`src/rtl/riscv_pipe_pkg.sv`:
```
// riscv_pipe_pkg: shared types and helpers for the pipeline hazard controller
package riscv_pipe_pkg;
  localparam int SB_AW = 5;
  typedef enum logic [1:0] {FWD_RF, FWD_EX, FWD_MEM, FWD_WB} fwd_sel_e;
  typedef enum logic [1:0] {RUN, DRAIN, CSR_BUSY, FLUSH} hzd_state_e;
  typedef struct packed {
    logic             valid;
    logic [SB_AW-1:0] rd;
    logic             wen;
    logic             is_load;
    logic             is_csr;
  } sb_entry_t;
  function automatic logic sb_hit(input sb_entry_t e, input logic [SB_AW-1:0] src);
    return e.valid & e.wen & (e.rd == src) & (src != '0);
  endfunction
  // match bit 0 is EX (youngest), bit 2 is WB (oldest)
  function automatic fwd_sel_e fwd_pick(input logic [2:0] m);
    return m[0] ? FWD_EX : m[1] ? FWD_MEM : m[2] ? FWD_WB : FWD_RF;
  endfunction
endpackage

```
`src/rtl/hazard_scoreboard.sv`:
```
// hazard_scoreboard: EX/MEM/WB shift of in-flight destinations with per-stage source matches
module hazard_scoreboard
  import riscv_pipe_pkg::*;
(
  input  logic             clk,
  input  logic             rst,
  input  logic             freeze_i,
  input  logic             push_i,
  input  sb_entry_t        id_i,
  input  logic [SB_AW-1:0] rs1_i,
  input  logic [SB_AW-1:0] rs2_i,
  input  logic [1:0]       use_i,
  output logic             empty_o,
  output logic             ex_load_o,
  output logic             wb_csr_o,
  output logic [2:0]       m1_o,
  output logic [2:0]       m2_o
);
  sb_entry_t ex_q, mem_q, wb_q;
  always_ff @(posedge clk or posedge rst) begin
    if (rst) begin
      ex_q  <= '0;
      mem_q <= '0;
      wb_q  <= '0;
    end else if (!freeze_i) begin
      ex_q  <= push_i ? id_i : '0;
      mem_q <= ex_q;
      wb_q  <= mem_q;
    end
  end
  assign empty_o   = ~(ex_q.valid | mem_q.valid | wb_q.valid);
  assign ex_load_o = ex_q.valid & ex_q.is_load;
  assign wb_csr_o  = wb_q.valid & wb_q.is_csr;
  assign m1_o = {3{use_i[1]}} & {sb_hit(wb_q, rs1_i), sb_hit(mem_q, rs1_i), sb_hit(ex_q, rs1_i)};
  assign m2_o = {3{use_i[0]}} & {sb_hit(wb_q, rs2_i), sb_hit(mem_q, rs2_i), sb_hit(ex_q, rs2_i)};
endmodule

```
`src/rtl/hazard_controller.sv`:
```
// hazard_controller: stall, flush and forwarding source for the ID stage
module hazard_controller
  import riscv_pipe_pkg::*;
#(
  parameter int REG_AW       = SB_AW,
  parameter int FLUSH_CYCLES = 2
) (
  input  logic              clk,
  input  logic              rst,
  input  logic              id_valid,
  input  logic [REG_AW-1:0] id_rs1,
  input  logic [REG_AW-1:0] id_rs2,
  input  logic [1:0]        id_dep_check,
  input  logic [REG_AW-1:0] id_rd,
  input  logic              id_wb_wen,
  input  logic              id_is_load,
  input  logic              id_is_csr_op,
  input  logic              ex_redirect,
  input  logic              mem_busy,
  output logic              stall_if,
  output logic              stall_id,
  output logic              bubble_ex,
  output logic              flush_id,
  output logic [1:0]        fwd_rs1,
  output logic [1:0]        fwd_rs2,
  output logic              csr_busy
);
  localparam int CW = $clog2(FLUSH_CYCLES + 1);
  hzd_state_e state_q, state_d;
  logic [CW-1:0] cnt_q, cnt_d;
  logic pend_q, pend_d, live_q;
  logic sb_empty, ex_load, wb_csr, issue;
  logic [2:0] m1, m2;
  logic redir, flush_any, csr_req, csr_hold, load_use;
  sb_entry_t id_e;
  assign id_e = '{valid: 1'b1, rd: id_rd, wen: id_wb_wen, is_load: id_is_load, is_csr: id_is_csr_op};
  assign issue = id_valid & ~stall_id & ~flush_id & ~bubble_ex;
  hazard_scoreboard u_sb (
    .clk      (clk),
    .rst      (rst),
    .freeze_i (mem_busy),
    .push_i   (issue),
    .id_i     (id_e),
    .rs1_i    (id_rs1),
    .rs2_i    (id_rs2),
    .use_i    (id_dep_check),
    .empty_o  (sb_empty),
    .ex_load_o(ex_load),
    .wb_csr_o (wb_csr),
    .m1_o     (m1),
    .m2_o     (m2)
  );
  // live_q keeps every output low on the first cycle after reset release
  always_ff @(posedge clk or posedge rst) begin
    if (rst) begin
      state_q <= RUN;
      cnt_q   <= '0;
      pend_q  <= 1'b0;
      live_q  <= 1'b0;
    end else begin
      state_q <= state_d;
      cnt_q   <= cnt_d;
      pend_q  <= pend_d;
      live_q  <= 1'b1;
    end
  end
  assign redir     = live_q & ~mem_busy & (ex_redirect | pend_q) & (state_q != CSR_BUSY);
  assign flush_any = redir | (state_q == FLUSH);
  assign csr_req   = id_valid & id_is_csr_op;
  assign csr_hold  = (state_q == CSR_BUSY) | ((state_q == DRAIN) | (state_q == RUN) & csr_req) & ~sb_empty;
  assign load_use  = id_valid & ex_load & (m1[0] | m2[0]);
  assign pend_d    = mem_busy & (pend_q | ex_redirect);
  // the redirect cycle is the first of FLUSH_CYCLES squash cycles
  always_comb begin
    state_d = state_q;
    cnt_d   = cnt_q;
    if (live_q && !mem_busy) begin
      case (state_q)
        RUN:      state_d = csr_req ? (sb_empty ? CSR_BUSY : DRAIN) : RUN;
        DRAIN:    state_d = sb_empty ? CSR_BUSY : DRAIN;
        CSR_BUSY: state_d = wb_csr ? RUN : CSR_BUSY;
        default:  state_d = (cnt_q <= CW'(1)) ? RUN : FLUSH;
      endcase
      cnt_d = (state_q == FLUSH && cnt_q != '0) ? cnt_q - CW'(1) : cnt_q;
      if (redir) begin
        state_d = (FLUSH_CYCLES > 1) ? FLUSH : RUN;
        cnt_d   = CW'(FLUSH_CYCLES - 1);
      end
    end
  end
  always_comb begin
    stall_if  = live_q & (mem_busy | ~flush_any & (csr_hold | load_use));
    stall_id  = stall_if;
    flush_id  = live_q & ~mem_busy & flush_any;
    bubble_ex = live_q & ~mem_busy & (flush_any | csr_hold | load_use);
    fwd_rs1   = live_q ? fwd_pick(m1) : FWD_RF;
    fwd_rs2   = live_q ? fwd_pick(m2) : FWD_RF;
    csr_busy  = live_q & ((state_q == DRAIN) | (state_q == CSR_BUSY));
  end
  a_no_redir_in_csr: assert property (@(posedge clk) disable iff (rst) !(ex_redirect && state_q == CSR_BUSY));
endmodule

```
`config.mk`:
```
export PLATFORM = sky130hd
export DESIGN_NAME = hazard_controller
export DESIGN_NICKNAME = d
export VERILOG_FILES = /design/src/rtl/riscv_pipe_pkg.sv /design/src/rtl/hazard_scoreboard.sv /design/src/rtl/hazard_controller.sv
export SDC_FILE = /design/constraint.sdc
export NUM_CORES = 1
export LEC_CHECK = 0
export CELL_PAD_IN_SITES_DETAIL_PLACEMENT = 1
export CELL_PAD_IN_SITES_GLOBAL_PLACEMENT = 1
export CORE_UTILIZATION = 37
export DETAILED_ROUTE_END_ITERATION = 16
export PLACE_DENSITY_LB_ADDON = 0.12
export SYNTH_ARGS = -nofsm -noshare
export SYNTH_HDL_FRONTEND = slang
export SYNTH_HIERARCHICAL = 1
export SYNTH_SLANG_ARGS = --single-unit
```
`constraint.sdc`:
```
create_clock -name clk -period 2.14 [get_ports clk]
set_input_delay 0.428 -clock clk [delete_from_list [all_inputs] [get_ports clk]]
set_output_delay 0.428 -clock clk [all_outputs]
set_load 0.01 [all_outputs]
```
==> results of run 1 <==
## registers in the layout, summed over array words and instances (netlist names)
register / flops
u_sb/wb_q: 8
pend_q: 1
cnt_q: 2
state_q: 2
u_sb/ex_q: 9
u_sb/mem_q: 8
live_q: 1
## cell type report
type | count | area, um2 | share of cell area [%]
Clock buffer | 7 | 76.3 | 2.67
Clock inverter | 1 | 5.00 | 0.175
Inverter | 8 | 30.0 | 1.05
Multi-Input combinational cell | 125 | 1220 | 42.7
Sequential cell | 31 | 783 | 27.4
Tap cell | 67 | 83.8 | 2.94
Timing Repair Buffer | 80 | 657 | 23.0
## power breakdown
group / switching [mW] / internal [mW] / total (mW)
sequential: 0.0699 / 0.661 / 0.731
combinational: 0.308 / 0.380 / 0.689
clock: 0.208 / 0.227 / 0.436
total: 0.587 / 1.27 / 1.86
## cell families (layout without fill, tap and decap cells)
family          after synthesis  count (layout)  share of synthesized area [%]
xor+xnor                     30              30                           14.3
flops                        31              31                           42.1
simple gates                 43              43                           14.1
compound gates               27              27                           11.9
mux                          17              17                           10.3
fa+ha+maj                     6               6                           4.07
other cells                   1               2                          0.203
buf+inv                      13              96                           3.05
## layout by cell type (no fill, tap or decap), drive strengths merged, types with 7 or more instances in the layout
master | netlist | layout
mux2 | 16 | 16
buf | 4 | 63
a22o | 10 | 10
nor4 | 7 | 7
clkdlybuf4s50 | 0 | 12
xnor2 | 24 | 24
dfrtp | 31 | 31
nand4 | 7 | 7
clkbuf | 1 | 8
inv | 8 | 8
## routing by layer
| metal | vias up | GRT usage, % | share of wire, % |
|---|---|---|---|
| li1 | 769 | - | - |
| met1 | 794 | 26.2 | 40 |
| met2 | 30 | 42.5 | 55 |
| met3 | 13 | 4.70 | 2.7 |
| met4 | 0 | 11.8 | 2.7 |
| met5 | - | 0 | 0 |
## path summary, 6_finish.rpt
kind	from	end	depth (start not counted)	slack (ns)
min in group clk	u_sb/wb_q[0]$_DFFE_PP0N_	u_sb/wb_q[0]$_DFFE_PP0N_	1	0.51
max in group asynchronous	rst	u_sb/wb_q[4]$_DFFE_PP0N_	3	1.33
worst max register to register	u_sb/ex_q[7]$_DFFE_PP0N_	u_sb/ex_q[4]$_DFFE_PP0N_	10	-0.16
worst max-delay path	u_sb/ex_q[7]$_DFFE_PP0N_	stall_id	7	-0.36
worst min register to register	u_sb/wb_q[0]$_DFFE_PP0N_	u_sb/wb_q[0]$_DFFE_PP0N_	1	0.51
worst min-delay path	rst	pend_q$_DFF_PP0_	2	0.41
## critical path: cells and delay by family (launching register included)
family | cells | cell delay [ns]
DFF | 1 | 0.42
buffers and inverters | 1 | 0.13
and+or+nand+nor | 2 | 0.53
xor gates and xnor gates | 1 | 0.20
AOI/OAI and AO/OA | 3 | 0.51
## cell usage after synthesis (all sizes together), types with 2 or more instances
library cell and n:
o211ai 3, nor4 7, nor3b 2, o21ai 3, nor2b 6, and2 4, nor2 4, mux2 16
a22o 10, o22a 2, xor2 6, nor3 2, nand4 7, nand2 4, a31oi 2, dfrtp 31
ha 6, buf 4, or4 2, inv 8, o21a 3, xnor2 24, nand2b 2
## what timing repair did
| action | in CTS | in global routing |
|---|---|---|
| hold buffers | 0 | 0 |
| endpoints found under the setup margin | 18 | 17 |
| cloned | 0 | 1 |
| gates resized for setup | 102 | 28 |
| pin swaps | 30 | 31 |
| buffers inserted | 8 | 2 |
==> flow_summary_export.csv, run 1 <==
group,metric,value,unit
outcome,outcome,"finished with violations",
outcome,violations,"setup timing",
global_route,grt_pass1_wl,9150,um
clocking,worstSkewPairLatency,0.29,ns
critical_path,start_kind,"register",
cells_and_area,fin_util,60.1,%
synthesis,synth_largest_area_cell,"dfrtp_1",
cells_and_area,fillers,514,
critical_path,max_stage_delay,0.42,ns
route,drc,0,
synthesis,synthFlopType,"dfrtp_1",
synthesis,syn_area,1840,um2
route,dr.first_iter.drc_count,60,
synthesis,synth_edf_count,0,
critical_path,path_cells,"xnor2_1, nand4_1, nor4_2, o211ai_1, o211ai_1, o211a_1, buf_2",
synthesis,ys_ff_latch,31,
timing,period_share,117,%
floorplanning,die-area,5270,um2
floorplanning,chipWidth,72.6,um
cells_and_area,layout.nets,282,
synthesis,synthesis.instances,168,
clocking,numCtsBuffers,5,
timing,clock_skew,0.00557,ns
power_and_ir_drop,total_power,1.86,mW
timing,hold_viol_final,0,
global_route,grt_util_all_layers,23.5,%
run,cap_violations,0,
clocking,htreeDepth,2,
clocking,cts_tree,"built",
synthesis,synth_cell_types,37,
global_route,overflow,0,
floorplanning,initial_core_util,38.8,%
timing,fmax,399,MHz
placement,dpl.cell_count,305,
global_route,grt_max_degree,29,
critical_path,crit_path_end_kind,"output port",
floorplanning,pin_count,34,
global_route,antenna_found_initial,0,
power_and_ir_drop,power.density,650,nW/um2
critical_path,path_class,"reg -> out",
timing,maxSlewViolCount,0,
cells_and_area,final_area,2860,um2
cells_and_area,instances_no_fill,319,
cells_and_area,area_delta_synth_final,54.9,%
critical_path,arrival,2.08,ns
clocking,cts-root-buf,"clkbuf_8",
placement,portBuffers,33,
global_route,grt_pass1_vias,1855,
synthesis,avgSynthCellArea,11.0,um2
placement,gp_congestion,1.06,
placement,hpwlAfterDp,4100,um
route,wl_per_cell,18.1,um
floorplanning,die_h,72.6,um
hold_path,hold_class,"in -> async",
synthesis,seq_area_frac_synth,42.1,%
timing,fin_ws,-0.364,ns
route,wl,5770,um
critical_path,crit_required,1.71,ns
critical_path,crit_top_cell,"o211ai_1",
route,dr.pass1.iters,4,
floorplanning,core,4750,um2
clocking,clockBufferDepth,2,
timing,finalSetupViolCount,16,
timing,whs,0.410,ns
synthesis,synthArstFlopShare,100,%
timing,fin_crit,2.50,ns
placement,pre_cts_slack,-1.07,ns
route,via_count,1606,
clocking,cts.sinks,31,
clocking,clk_pin_slew_worst_paths,0.06,ns
route,viasPerCell,5.03,
timing,tns,-3.10,ns
synthesis,synth.top_cell.area_share,42.1,%
critical_path,critPathMaxFanout,3,
critical_path,slowest_stage,"dfrtp_1",
power_and_ir_drop,peakVddDrop,0.398,mV
timing,rsz0062_at_grt,"true",
cells_and_area,n_antenna_cell,0,
synthesis,synth_area_leaders,"dfrtp_1 (42%), xnor2_1 (11%), mux2_2 (9.8%)",
placement,placedInstanceArea,2540,um2
route,ant_nets,0,
synthesis,ys_warn_count,6,
power_and_ir_drop,p_leak,1.31,nW
floorplanning,num_rows,25,
cells_and_area,drive_above_1_share,50.0,%
(Power assumes the default switching activity.)
==> run 2, diff against run 1 <==
Settings changed: CAP_MARGIN set to 10.
==> results of run 2 <==
Final layout, timing and power as in run 1 (identical DEF).
==> run 3, diff against run 2 <==
Settings changed: CTS_CLUSTER_DIAMETER set to 40, SKIP_LAST_GASP set to 1.
==> run 3 against run 2 <==
Effect of this change:
- the flow still finishes with violations (setup timing)
- final cell count unchanged
- sequential cell count stayed put
- via count decreased by 0.81%
- global-route usage decreased by 0.089 points
- worst hold slack lost 0.015 ns
- non-clock buffer count is the same
==> flow_summary_export.csv, run 3 (synthesis results as in run 1) <==
group,metric,value,unit
placement,gp_congestion,1.06,
floorplanning,die_h,72.6,um
clocking,numCtsBuffers,5,
route,dr.pass1.iters,4,
floorplanning,num_rows,25,
outcome,violations,"setup timing",
power_and_ir_drop,p_comb_share,37.1,%
cells_and_area,reg.largest.list,"u_sb/ex_q: 9 flops, u_sb/mem_q: 8 flops, u_sb/wb_q: 8 flops",
route,viasPerCell,4.99,
timing,rsz0062_at_grt,"true",
outcome,outcome,"finished with violations",
timing,fmax,402,MHz
cells_and_area,area.sequential,782,um2
route,via_count,1593,
cells_and_area,instances_no_fill,319,
power_and_ir_drop,pwr-share-seq,39.4,%
power_and_ir_drop,p_leak,1.31,nW
timing,fin_crit,2.49,ns
critical_path,path_class,"reg -> out",
cells_and_area,multi_input_area,1220,um2
route,wl_per_cell,18.3,um
clocking,cts.sinks,31,
power_and_ir_drop,p_sw,0.586,mW
power_and_ir_drop,p_int,1.27,mW
cells_and_area,fillers,519,
power_and_ir_drop,total_power,1.85,mW
placement,portBuffers,33,
critical_path,arrival,2.06,ns
critical_path,slowest_stage,"dfrtp_1",
timing,maxSlewViolCount,0,
route,wl,5840,um
critical_path,critPathMaxFanout,3,
floorplanning,initial_core_util,38.8,%
floorplanning,chipWidth,72.6,um
global_route,grt_max_degree,29,
cells_and_area,n_antenna_cell,0,
critical_path,crit_top_cell,"o211ai_1",
placement,dpl.cell_count,305,
power_and_ir_drop,power.density,650,nW/um2
clocking,htreeDepth,2,
run,cap_violations,0,
cells_and_area,top_register,"u_sb/ex_q",
cells_and_area,largest_reg_flops,9,
cells_and_area,layout.nets,282,
critical_path,max_stage_delay,0.42,ns
cells_and_area,final_cell_mix,"buf_4 (39), dfrtp_1 (26), mux2_2 (16)",
cells_and_area,final_common_cell,"buf_4",
timing,hold_viol_final,0,
clocking,clk_pin_slew_worst_paths,0.06,ns
critical_path,path_cells,"xnor2_1, nand4_1, nor4_4, o211ai_1, o211ai_1, o211a_1, buf_2",
critical_path,rr_startpoint,"u_sb/ex_q[7]$_DFFE_PP0N_",
global_route,overflow,0,
clocking,cts_tree,"built",
global_route,antenna_found_initial,0,
floorplanning,pin_count,34,
clocking,cts-root-buf,"clkbuf_8",
critical_path,crit_path_end_kind,"output port",
global_route,grt_util_all_layers,23.4,%
route,drc,0,
critical_path,crit_required,1.71,ns
critical_path,r2r_end,"u_sb/ex_q[6]$_DFFE_PP0N_",
power_and_ir_drop,peakVddDrop,0.418,mV
clocking,worstSkewPairLatency,0.29,ns
timing,finalSetupViolCount,16,
floorplanning,die-area,5270,um2
route,dr.first_iter.drc_count,49,
timing,fin_ws,-0.350,ns
power_and_ir_drop,switching_share,31.6,%
route,ant_nets,0,
timing,period_share,116,%
cells_and_area,area_delta_synth_final,54.7,%
timing,clock_skew,0.00398,ns
placement,hpwlAfterDp,4100,um
timing,whs,0.395,ns
hold_path,hold_class,"in -> async",
critical_path,rrSetupSlack,-0.18,ns
cells_and_area,fin_util,60.0,%
global_route,grt_pass1_wl,9100,um
critical_path,start_kind,"register",
power_and_ir_drop,clock_power_share,23.5,%
critical_path,reg2reg_depth,10,
cells_and_area,drive_above_1_share,49.2,%
clocking,clockBufferDepth,2,
global_route,grt_pass1_vias,1866,
floorplanning,core,4750,um2
-- run 3: cell counts in the layout (fill, tap and decap cells not counted) --
Identical to the previous run, type by type.
-- run 3: layout make-up --
class,instances,share of cell area [%]
multi-input cells,125,42.7
clock buffers,7,2.68
inverters,8,1.05
clock inverters,1,0.176
repair buffers,80,23.0
flip-flops and latches,31,27.4
well taps,67,2.94
-- run 3: power groups by stage --
stage | combinational (mW) | clock (mW) | sequential [mW]
final | 0.688 | 0.436 | 0.730
after global placement | 0.576 | 0 | 0.732
after global routing | 0.757 | 0.486 | 0.740
after CTS | 0.667 | 0.445 | 0.725
after floorplan | 0.322 | 0 | 0.723
after detailed placement | 0.608 | 0 | 0.739
-- run 3: stage by stage --
stage	area, um2	worst slack (ns)	setup TNS (ns)
2_1_floorplan	1850	-0.129	-0.214
3_3_place_gp	2540	-1.01	-13.14
3_5_place_dp	2540	-1.07	-14.27
4_1_cts	2760	-0.317	-3.97
5_1_grt	2850	-0.483	-5.21
6_report	2850	-0.350	-3.32
-- run 3: repair_timing --
item	4_1_cts	5_1_grt
gates resized for setup	100	26
buffers inserted	8	2
gates cloned	0	1
pin swaps	30	28
hold buffers	0	0
endpoints found under the setup margin	18	17
-- run 3: worst max-delay path, delay by kind of cell, from the launching register on --
family	cells	cell delay [ns]
AO/OA/AOI/OAI	3	0.47
flip-flops	1	0.42
AND/OR/NAND/NOR	2	0.54
buffers and inverters	1	0.13
XOR/XNOR	1	0.22
-- run 3: layer usage --
metal / vias up / track usage [%] / part of all wire, %
met5: - / 0 / 0
met4: 0 / 13.3 / 3.9
met3: 17 / 4.83 / 3.7
met2: 39 / 41.8 / 54
met1: 768 / 25.7 / 39
li1: 769 / - / -
-- run 3: worst max-delay path by stage --
stage,from,to,cells past startpoint
2_1_floorplan,id_rs1[1],stall_if,7
3_3_place_gp,id_rs2[2],bubble_ex,8
3_5_place_dp,id_rs2[2],bubble_ex,8
4_1_cts,id_rs2[3],bubble_ex,8
5_1_grt,u_sb/ex_q[7]$_DFFE_PP0N_,stall_id,7
6_report,u_sb/ex_q[7]$_DFFE_PP0N_,stall_id,7
